==> config.mk <==
export PLATFORM = sky130hd
export DESIGN_NAME = acc_array_drain
export DESIGN_NICKNAME = d
export VERILOG_FILES = /design/src/rtl/t_lut_acc_pkg.sv /design/src/rtl/acc_lane.sv /design/src/rtl/acc_array_drain.sv
export SDC_FILE = /design/constraint.sdc
export NUM_CORES = 1
export LEC_CHECK = 0
export ABC_AREA = 1
export CAP_MARGIN = 20
export CORE_MARGIN = 2
export CORE_UTILIZATION = 49
export DETAILED_ROUTE_END_ITERATION = 12
export GPL_TIMING_DRIVEN = 0
export PLACE_DENSITY_LB_ADDON = 0.12
export SETUP_SLACK_MARGIN = 0.2
export SLEW_MARGIN = 30
export SYNTH_ARGS = -nofsm -noshare
export SYNTH_HDL_FRONTEND = slang
export SYNTH_SLANG_ARGS = --single-unit
==> constraint.sdc <==
create_clock -name clk -period 4.6 [get_ports clk]
set_clock_uncertainty 0.15 [all_clocks]
set_input_delay 0.46 -clock clk [delete_from_list [all_inputs] [get_ports clk]]
set_output_delay 0.46 -clock clk [all_outputs]
set_load 0.01 [all_outputs]
==> src/rtl/t_lut_acc_pkg.sv <==
// Shared arithmetic for the T-LUT product accumulators: one lane add with
// overflow detection and optional clamping, sized at elaboration by its arguments.
package t_lut_acc_pkg;

    // Widest accumulator the helper supports. ACC_W must stay below MAX_W so the
    // carry out of the top accumulator bit still fits in a word.
    localparam int MAX_W = 64;

    typedef logic [MAX_W-1:0] word_t;

    typedef struct packed {
        word_t sum;
        logic  ovf;
    } add_res_t;

    // acc and val are already extended to acc_w bits; any bits above acc_w are ignored.
    function automatic add_res_t lane_sat_add(
        input word_t acc,
        input word_t val,
        input int    acc_w,
        input logic  is_signed,
        input logic  saturate
    );
        word_t    mask;
        word_t    sign_bit;
        word_t    lo_acc;
        word_t    lo_val;
        word_t    raw;
        word_t    sum_w;
        logic     sa;
        logic     sb;
        logic     sr;
        add_res_t res;

        mask     = (word_t'(1) << acc_w) - word_t'(1);
        sign_bit = mask & ~(mask >> 1);
        lo_acc   = acc & mask;
        lo_val   = val & mask;
        raw      = lo_acc + lo_val;
        sum_w    = raw & mask;
        sa       = |(lo_acc & sign_bit);
        sb       = |(lo_val & sign_bit);
        sr       = |(sum_w & sign_bit);

        res.sum = sum_w;
        res.ovf = is_signed ? ((sa == sb) && (sr != sa)) : ((raw >> acc_w) != '0);
        if (saturate && res.ovf) begin
            // Signed overflow can only go the way both operands point.
            res.sum = is_signed ? (sa ? sign_bit : (mask >> 1)) : mask;
        end
        return res;
    endfunction

endpackage

==> src/rtl/acc_lane.sv <==
// One accumulator lane: running sum, sticky overflow flag and the output shadow
// that captures the finished window sum when the last beat is accepted.
module acc_lane
    import t_lut_acc_pkg::*;
#(
    parameter int IN_W     = 8,
    parameter int ACC_W    = 16,
    parameter int SIGNED   = 0,
    parameter int SATURATE = 0
) (
    input  logic             clk,
    input  logic             rst_n,
    input  logic             clear,
    input  logic             beat,
    input  logic             last,
    input  logic [IN_W-1:0]  val,
    output logic [ACC_W-1:0] out_sum,
    output logic             out_ovf
);

    logic [ACC_W-1:0] acc;
    logic [ACC_W-1:0] val_ext;
    logic [ACC_W-1:0] acc_next;
    logic             ovf;
    logic             ovf_next;
    add_res_t         res;
    logic             unused_hi;

    always_comb begin
        // NOTE: every always_comb output gets a value on all paths so no latch is inferred.
        val_ext = ACC_W'(val);
        if (SIGNED != 0) begin
            val_ext = ACC_W'($signed(val));
        end
    end

    assign res       = lane_sat_add(word_t'(acc), word_t'(val_ext), ACC_W,
                                    SIGNED != 0, SATURATE != 0);
    assign acc_next  = res.sum[ACC_W-1:0];
    assign ovf_next  = ovf | res.ovf;
    assign unused_hi = ^(res.sum >> ACC_W);

    // NOTE: the shadow is reset with the live sum because out_sum must read zero after reset.
    always_ff @(posedge clk or negedge rst_n) begin
        if (!rst_n) begin
            // NOTE: non-blocking updates so the shadow captures the pre-edge sum.
            acc     <= '0;
            ovf     <= 1'b0;
            out_sum <= '0;
            out_ovf <= 1'b0;
        end else if (clear) begin
            acc <= '0;
            ovf <= 1'b0;
        end else if (beat) begin
            if (last) begin
                out_sum <= acc_next;
                out_ovf <= ovf_next;
                acc     <= '0;
                ovf     <= 1'b0;
            end else begin
                acc <= acc_next;
                ovf <= ovf_next;
            end
        end
    end

endmodule

==> src/rtl/acc_array_drain.sv <==
// DIM_C x DIM_A product accumulator array with a one-deep valid/ready output
// shadow, so a new window can start on the cycle after the previous one closes.
module acc_array_drain
    import t_lut_acc_pkg::*;
#(
    parameter int DIM_C    = 4,
    parameter int DIM_A    = 4,
    parameter int IN_W     = 8,
    parameter int ACC_W    = 16,
    parameter int SIGNED   = 0,
    parameter int SATURATE = 0,
    parameter int CNT_W    = 8
) (
    input  logic                                     clk,
    input  logic                                     rst_n,
    input  logic                                     clear,
    input  logic                                     in_valid,
    output logic                                     in_ready,
    input  logic                                     in_last,
    input  logic [DIM_C-1:0][DIM_A-1:0][IN_W-1:0]    in_val,
    output logic                                     out_valid,
    input  logic                                     out_ready,
    output logic [DIM_C-1:0][DIM_A-1:0][ACC_W-1:0]   out_sum,
    output logic [DIM_C-1:0][DIM_A-1:0]              out_ovf,
    output logic [CNT_W-1:0]                         out_count
);

    logic             accept;
    logic             close_window;
    logic [CNT_W-1:0] beat_cnt;
    logic [CNT_W-1:0] cnt_inc;

    // A shadow being drained this cycle can take the next finished window immediately.
    assign in_ready     = ~out_valid | out_ready;
    assign accept       = in_valid & in_ready & ~clear;
    assign close_window = accept & in_last;
    assign cnt_inc      = (beat_cnt == '1) ? beat_cnt : beat_cnt + CNT_W'(1);

    always_ff @(posedge clk or negedge rst_n) begin
        if (!rst_n) begin
            beat_cnt  <= '0;
            out_count <= '0;
            out_valid <= 1'b0;
        end else if (clear) begin
            beat_cnt  <= '0;
            out_valid <= 1'b0;
        end else begin
            if (accept) begin
                beat_cnt <= in_last ? '0 : cnt_inc;
            end
            if (close_window) begin
                out_count <= cnt_inc;
                out_valid <= 1'b1;
            end else if (out_valid && out_ready) begin
                out_valid <= 1'b0;
            end
        end
    end

    for (genvar c = 0; c < DIM_C; c++) begin : g_chan
        for (genvar a = 0; a < DIM_A; a++) begin : g_lane
            acc_lane #(
                .IN_W    (IN_W),
                .ACC_W   (ACC_W),
                .SIGNED  (SIGNED),
                .SATURATE(SATURATE)
            ) u_lane (
                .clk    (clk),
                .rst_n  (rst_n),
                .clear  (clear),
                .beat   (accept),
                .last   (in_last),
                .val    (in_val[c][a]),
                .out_sum(out_sum[c][a]),
                .out_ovf(out_ovf[c][a])
            );
        end
    end

endmodule

# Yosys cells after proc, flatten, opt, wreduce, memory -nomap -nowiden
# Cells that the tools add are included.
# totals
ff_bits	561
in_bits	134
out_inout_bits	282
wordCells	231
# op_classes
add_sub_neg	17
eq_ne	1
mux	103
bitwise	22
reduce_logical	21
# ops
op	n
$reduce_bool 64->1	16
$mux 16	48
$add 16x8->17	16
$mux 1	51
$mux 8	4
$or 1x1->1	17
$add 8x1->8 const B	1
$eq 8x8->1 const B	1
$and 1x1->1	3
$reduce_and 3->1	1
$reduce_bool 3->1	1
$not 1->1	2
$reduce_and 2->1	1
$reduce_bool 2->1	1
$logic_and 1x1->1	1

# Depth between registers and ports, before layout
# logic_depth
word_depth	7
mapped_depth	12
depth_no_buf	12

# Modules after synthesis
# From an unflattened synthesis, not the netlist that was laid out.
# hier_totals
hier_cells	4339
hier_area_um2	32219.7
# modules_own_cells
module	n_inst	cells_per_inst	area_per_inst_um2	seq_area_each_um2
acc_lane at g_chan[0].g_lane[0].u_lane ...	11	264	1951.9	850.8
acc_lane at g_chan[2].g_lane[3].u_lane ...	5	263	1964.4	850.8
acc_array_drain	1	120	927.1	425.4

# Worst setup path after synthesis
# OpenSTA, ideal clock, no wires.
# synth_timing
kind	input to register
from	input port in_val[16] (netlist name)
to	register g_chan[0].g_lane[2].u_lane.out_ovf
setup_time_ns	0.117
t_arrival_ns	1.755
t_required_ns	4.333
path_slack_ns	2.579
path_stages	11
path_buffers	0
path_cell_list	ha_1 -> fa_1 -> nand2_1 -> nand2_1 -> and2_1 -> nand2_1 -> nand2_1 -> nand3_1 -> nand2_1 -> nand2_1 -> nand2_1
# synth_via
elab_chain_len	3
# synth_rtl
element	line	rtl
from (decl)	acc_array_drain.sv:20	input logic [DIM_C-1:0][DIM_A-1:0][IN_W-1:0] in_val,
$add 16x8->17	t_lut_acc_pkg.sv:39	raw = lo_acc + lo_val;
$reduce_bool 64->1	t_lut_acc_pkg.sv:46	res.ovf = is_signed ? ((sa == sb) && (sr != sa)) : ((raw >> acc_w) != '0);
$or 1x1->1	acc_lane.sv:40	assign ovf_next = ovf | res.ovf;
to (signal assigned)	acc_lane.sv:57	out_ovf <= ovf_next;
to (decl)	acc_lane.sv:18	output logic out_ovf
# Every way passes these cells.
# A chain may end at the register's enable or synchronous reset.

# Worst setup path in the final report
# layout_timing
from	register out_valid
to	register g_chan[3].g_lane[0].u_lane.out_sum[2]
# layout_via
elab_chain_len	5
# layout_rtl
element	line	rtl
from (decl)	acc_array_drain.sv:21	output logic out_valid,
from (signal assigned)	acc_array_drain.sv:43	out_valid <= 1'b0;
from (signal assigned)	acc_array_drain.sv:46	out_valid <= 1'b0;
from (signal assigned)	acc_array_drain.sv:53	out_valid <= 1'b1;
$not 1->1	acc_array_drain.sv:34	assign in_ready = ~out_valid | out_ready;
$or 1x1->1	acc_array_drain.sv:34	
$and 1x1->1 (2 in a row)	acc_array_drain.sv:35	assign accept = in_valid & in_ready & ~clear;
$reduce_and 3->1 (no source line)	-	
to (signal assigned)	acc_lane.sv:56	out_sum <= acc_next;
to (decl)	acc_lane.sv:17	output logic [ACC_W-1:0] out_sum,
# Every way passes these cells.

==> metrics.txt <==
status=complete, no violations; worst path cell trace=nand2_2 > nand2_1 > nor3_2 > inv_2 > buf_2 > buf_2 > nand2_1 > nand2_1; DRC errors left=0; Synth Area in XOR/XNOR=1.74%; top cells by area, synth=dfrtp_1, nand2_1, nand3_1; Slowest cell on crit path=nor3_2; Routed Wire Length=106 mm; RSZ-0062 raised after global routing=false; Max Freq=408 MHz; pwr dens=335 nW/um^2; Hold/Removal Path Class=input port to asynchronous set/reset pin; Post-Syn Area=31,600 um^2; Worst Path Arrival=2.78 ns; final setup fails=0; drt wl/cell=18.7 um; IO Pins=416; Detailed Place HPWL=79.0 mm; chip width=258 um; Rel. slew slack=33.7%; maximum vdd ir drop=269 uV; clock latency at the later pin of the worst-skew pair=0.60 ns; post-layout min period=2.45 ns; clk sinks=561; CTS Buffer Depth=3; count leader, synth=nand2_1; YS warnings=0; Post CTS Setup Buffer Count=0; #FFs+latches synth=561; Max FO, Critical Path=10; Avg Vias per Cell=5.25; CP Class=register to register; CP peak stage delay=0.42 ns; CTS H-Tree Depth=3; DR pass1 iterations=6; post-CTS sizing=0; max_cap viols=0; die height=258 um; vias in the first global route=28,600; complex-gate fraction of the synthesized area=5.49%; final net count=5,051; starting density of the core=49.3%; final hold vios=0; initial antenna violation count=3; Cell Rows=93; Port Buffers=415; total leakage power=0.0209 uW; largest family of logic cells by synthesized area=simple AND/OR/NAND/NOR gates; clock slew at reported path FFs=0.06 ns; CP top delay family=buffers and inverters; Simple-Gate Fraction of Synth Area=34.8%; DR vias=29,800; Syn Area/Cell=7.39 um^2; CTS Buf Count=67; crit end category=register; Final ANT Viol Nets=0; number of synthesized flops with an enable pin=0; global-route usage over all layers=31.9%; fin util=61.3%; Worst Path Buf+Inv=3; first-pass GRT wire length=164 mm; worst slew pin tran=0.994 ns; FF-to-FF setup slack=2.15 ns; CTS root buf=clkbuf_16; Yosys top cell area share=44.4%; syn nets=4,559; Seq/Total Area, Yosys=44.4%; FF-to-FF Start=out_valid$_DFFE_PN0P_; Placer Congestion=0.943; Top FF cell, synth=dfrtp_1; final setup TNS=0 ns; Async SR Flop Fraction=100%; largest net degree at the start of global routing=81; First DRT Iteration DRCs=2,434; Cells after Synth=4,280; top cells by count, synth=nand2_1, dfrtp_1, nand3_1, inv_1, nor2_1; mux contribution to synthesized area=0%; Final Cycle Share=53.2%; Register-to-Register Path Depth=8; layout cells sized above 1=6.45%; global route overflow=0; cell mode on critical path=nand2_1; R2R Path End=g_chan[3].g_lane[0].u_lane.out_sum[2]$_DFFE_PN0P_; CTS tree=yes; area leader, netlist=dfrtp_1; Post-Synth Adder-Cell Area=6.12%; Netlist cell types=35; fill count=5,888; fin. max-slew vios=0; CP Launch Type=register; Layout area overhead=24.3%; Core Box Area=64,100 um^2; Die ar.=66,600 um^2; Required @ worst endpoint=4.93 ns
## stage by stage
| stage | setup WS [ns] | power [uW] | std cells | hold slack, ns | cell area, um^2 |
|---|---|---|---|---|---|
| after floorplan | 2.58 | 6580 | 4280 | 0.0144 | 31600 |
| after global routing | 2.02 | 13700 | 5680 | 0.283 | 39300 |
| after detailed placement | 1.59 | 7830 | 5557 | 0.308 | 37000 |
| after CTS | 2.18 | 13300 | 5678 | 0.266 | 39300 |
| final | 2.15 | 13200 | 5680 | 0.259 | 39300 |
| after global placement | -22.72 | 7800 | 5550 | 0.304 | 36800 |
## worst max path at each step
stage,endpoint,cells after the start,startpoint
5_1_grt,g_chan[0].g_lane[0].u_lane.acc[5]$_DFFE_PN0P_,7,out_valid$_DFFE_PN0P_
6_report,g_chan[3].g_lane[0].u_lane.out_sum[2]$_DFFE_PN0P_,8,out_valid$_DFFE_PN0P_
3_3_place_gp,g_chan[0].g_lane[0].u_lane.out_sum[10]$_DFFE_PN0P_,1,rst_n
4_1_cts,g_chan[1].g_lane[0].u_lane.acc[10]$_DFFE_PN0P_,7,out_valid$_DFFE_PN0P_
2_1_floorplan,g_chan[0].g_lane[2].u_lane.out_ovf$_DFFE_PN0P_,11,in_val[16]
3_5_place_dp,g_chan[0].g_lane[1].u_lane.acc[15]$_DFFE_PN0P_,8,in_last
## power breakdown
part           internal, uW  switching [uW]
logic                   999            1250
registers              5270             229
clock network          3270            2150
## layout make-up
type / instances / area, um^2 / share of cell area, %
clock inverters: 27 / 250 / 0.636
multi-input cells: 3145 / 15200 / 38.7
clock buffers: 93 / 2000 / 5.09
inverters: 437 / 1640 / 4.17
well taps: 855 / 1070 / 2.72
diodes: 2 / 5.00 / 0.0127
plain buffers: 137 / 737 / 1.87
repair buffers: 423 / 4360 / 11.1
flip-flops and latches: 561 / 14000 / 35.7
## logic make-up after synthesis
family / after synthesis
AO/OA/AOI/OAI: 317
XOR/XNOR: 63
adder cells (fa/ha/maj): 145
buffers and inverters: 574
flip-flops: 561
AND/OR/NAND/NOR: 2620
## per-layer routing
layer / vias up / wire, um / global-route usage (%)
li1: 14600 / - / -
met1: 14100 / 46500 / 43.6
met2: 866 / 48500 / 51.1
met3: 188 / 6760 / 5.03
met4: 0 / 4140 / 12.2
met5: - / 0 / 0
## state kept, by name, indices dropped and copies added (netlist names)
signal                        cells
beat_cnt                          8
g_chan.g_lane.u_lane.out_ovf     16
g_chan.g_lane.u_lane.out_sum    256
g_chan.g_lane.u_lane.acc        256
out_count                         8
out_valid                         1
g_chan.g_lane.u_lane.ovf         16
## timing repair
item | in CTS | in global routing
endpoints found under the setup margin | 0 | 0
hold buffers | 1 | 0
hold endpoints to repair | 63 | 0
## layout by cell type (no fill, tap or decap), drive strengths merged, types with 3 or more instances in the layout
| cell type | netlist | routed |
|---|---|---|
| nand3b | 23 | 23 |
| bufinv | 0 | 4 |
| nand4 | 40 | 40 |
| inv | 437 | 438 |
| nor2 | 144 | 144 |
| and2 | 12 | 12 |
| clkdlybuf4s50 | 0 | 414 |
| nand2 | 1747 | 1747 |
| clkinv | 0 | 19 |
| a21boi | 15 | 15 |
| or2 | 64 | 64 |
| clkbuf | 17 | 110 |
| fa | 16 | 16 |
| a22oi | 4 | 4 |
| o21bai | 12 | 12 |
| o22ai | 6 | 6 |
| dfrtp | 561 | 561 |
| nand3 | 535 | 535 |
| nor3 | 42 | 42 |
| xnor2 | 34 | 34 |
| a21oi | 47 | 47 |
| buf | 120 | 128 |
| clkinvlp | 0 | 3 |
| ha | 129 | 129 |
| xor2 | 29 | 29 |
| a22o | 15 | 15 |
| a21o | 3 | 3 |
| o21ai | 215 | 215 |
| nor4 | 10 | 10 |
No activity file was read; power rests on OpenSTA's default activity.
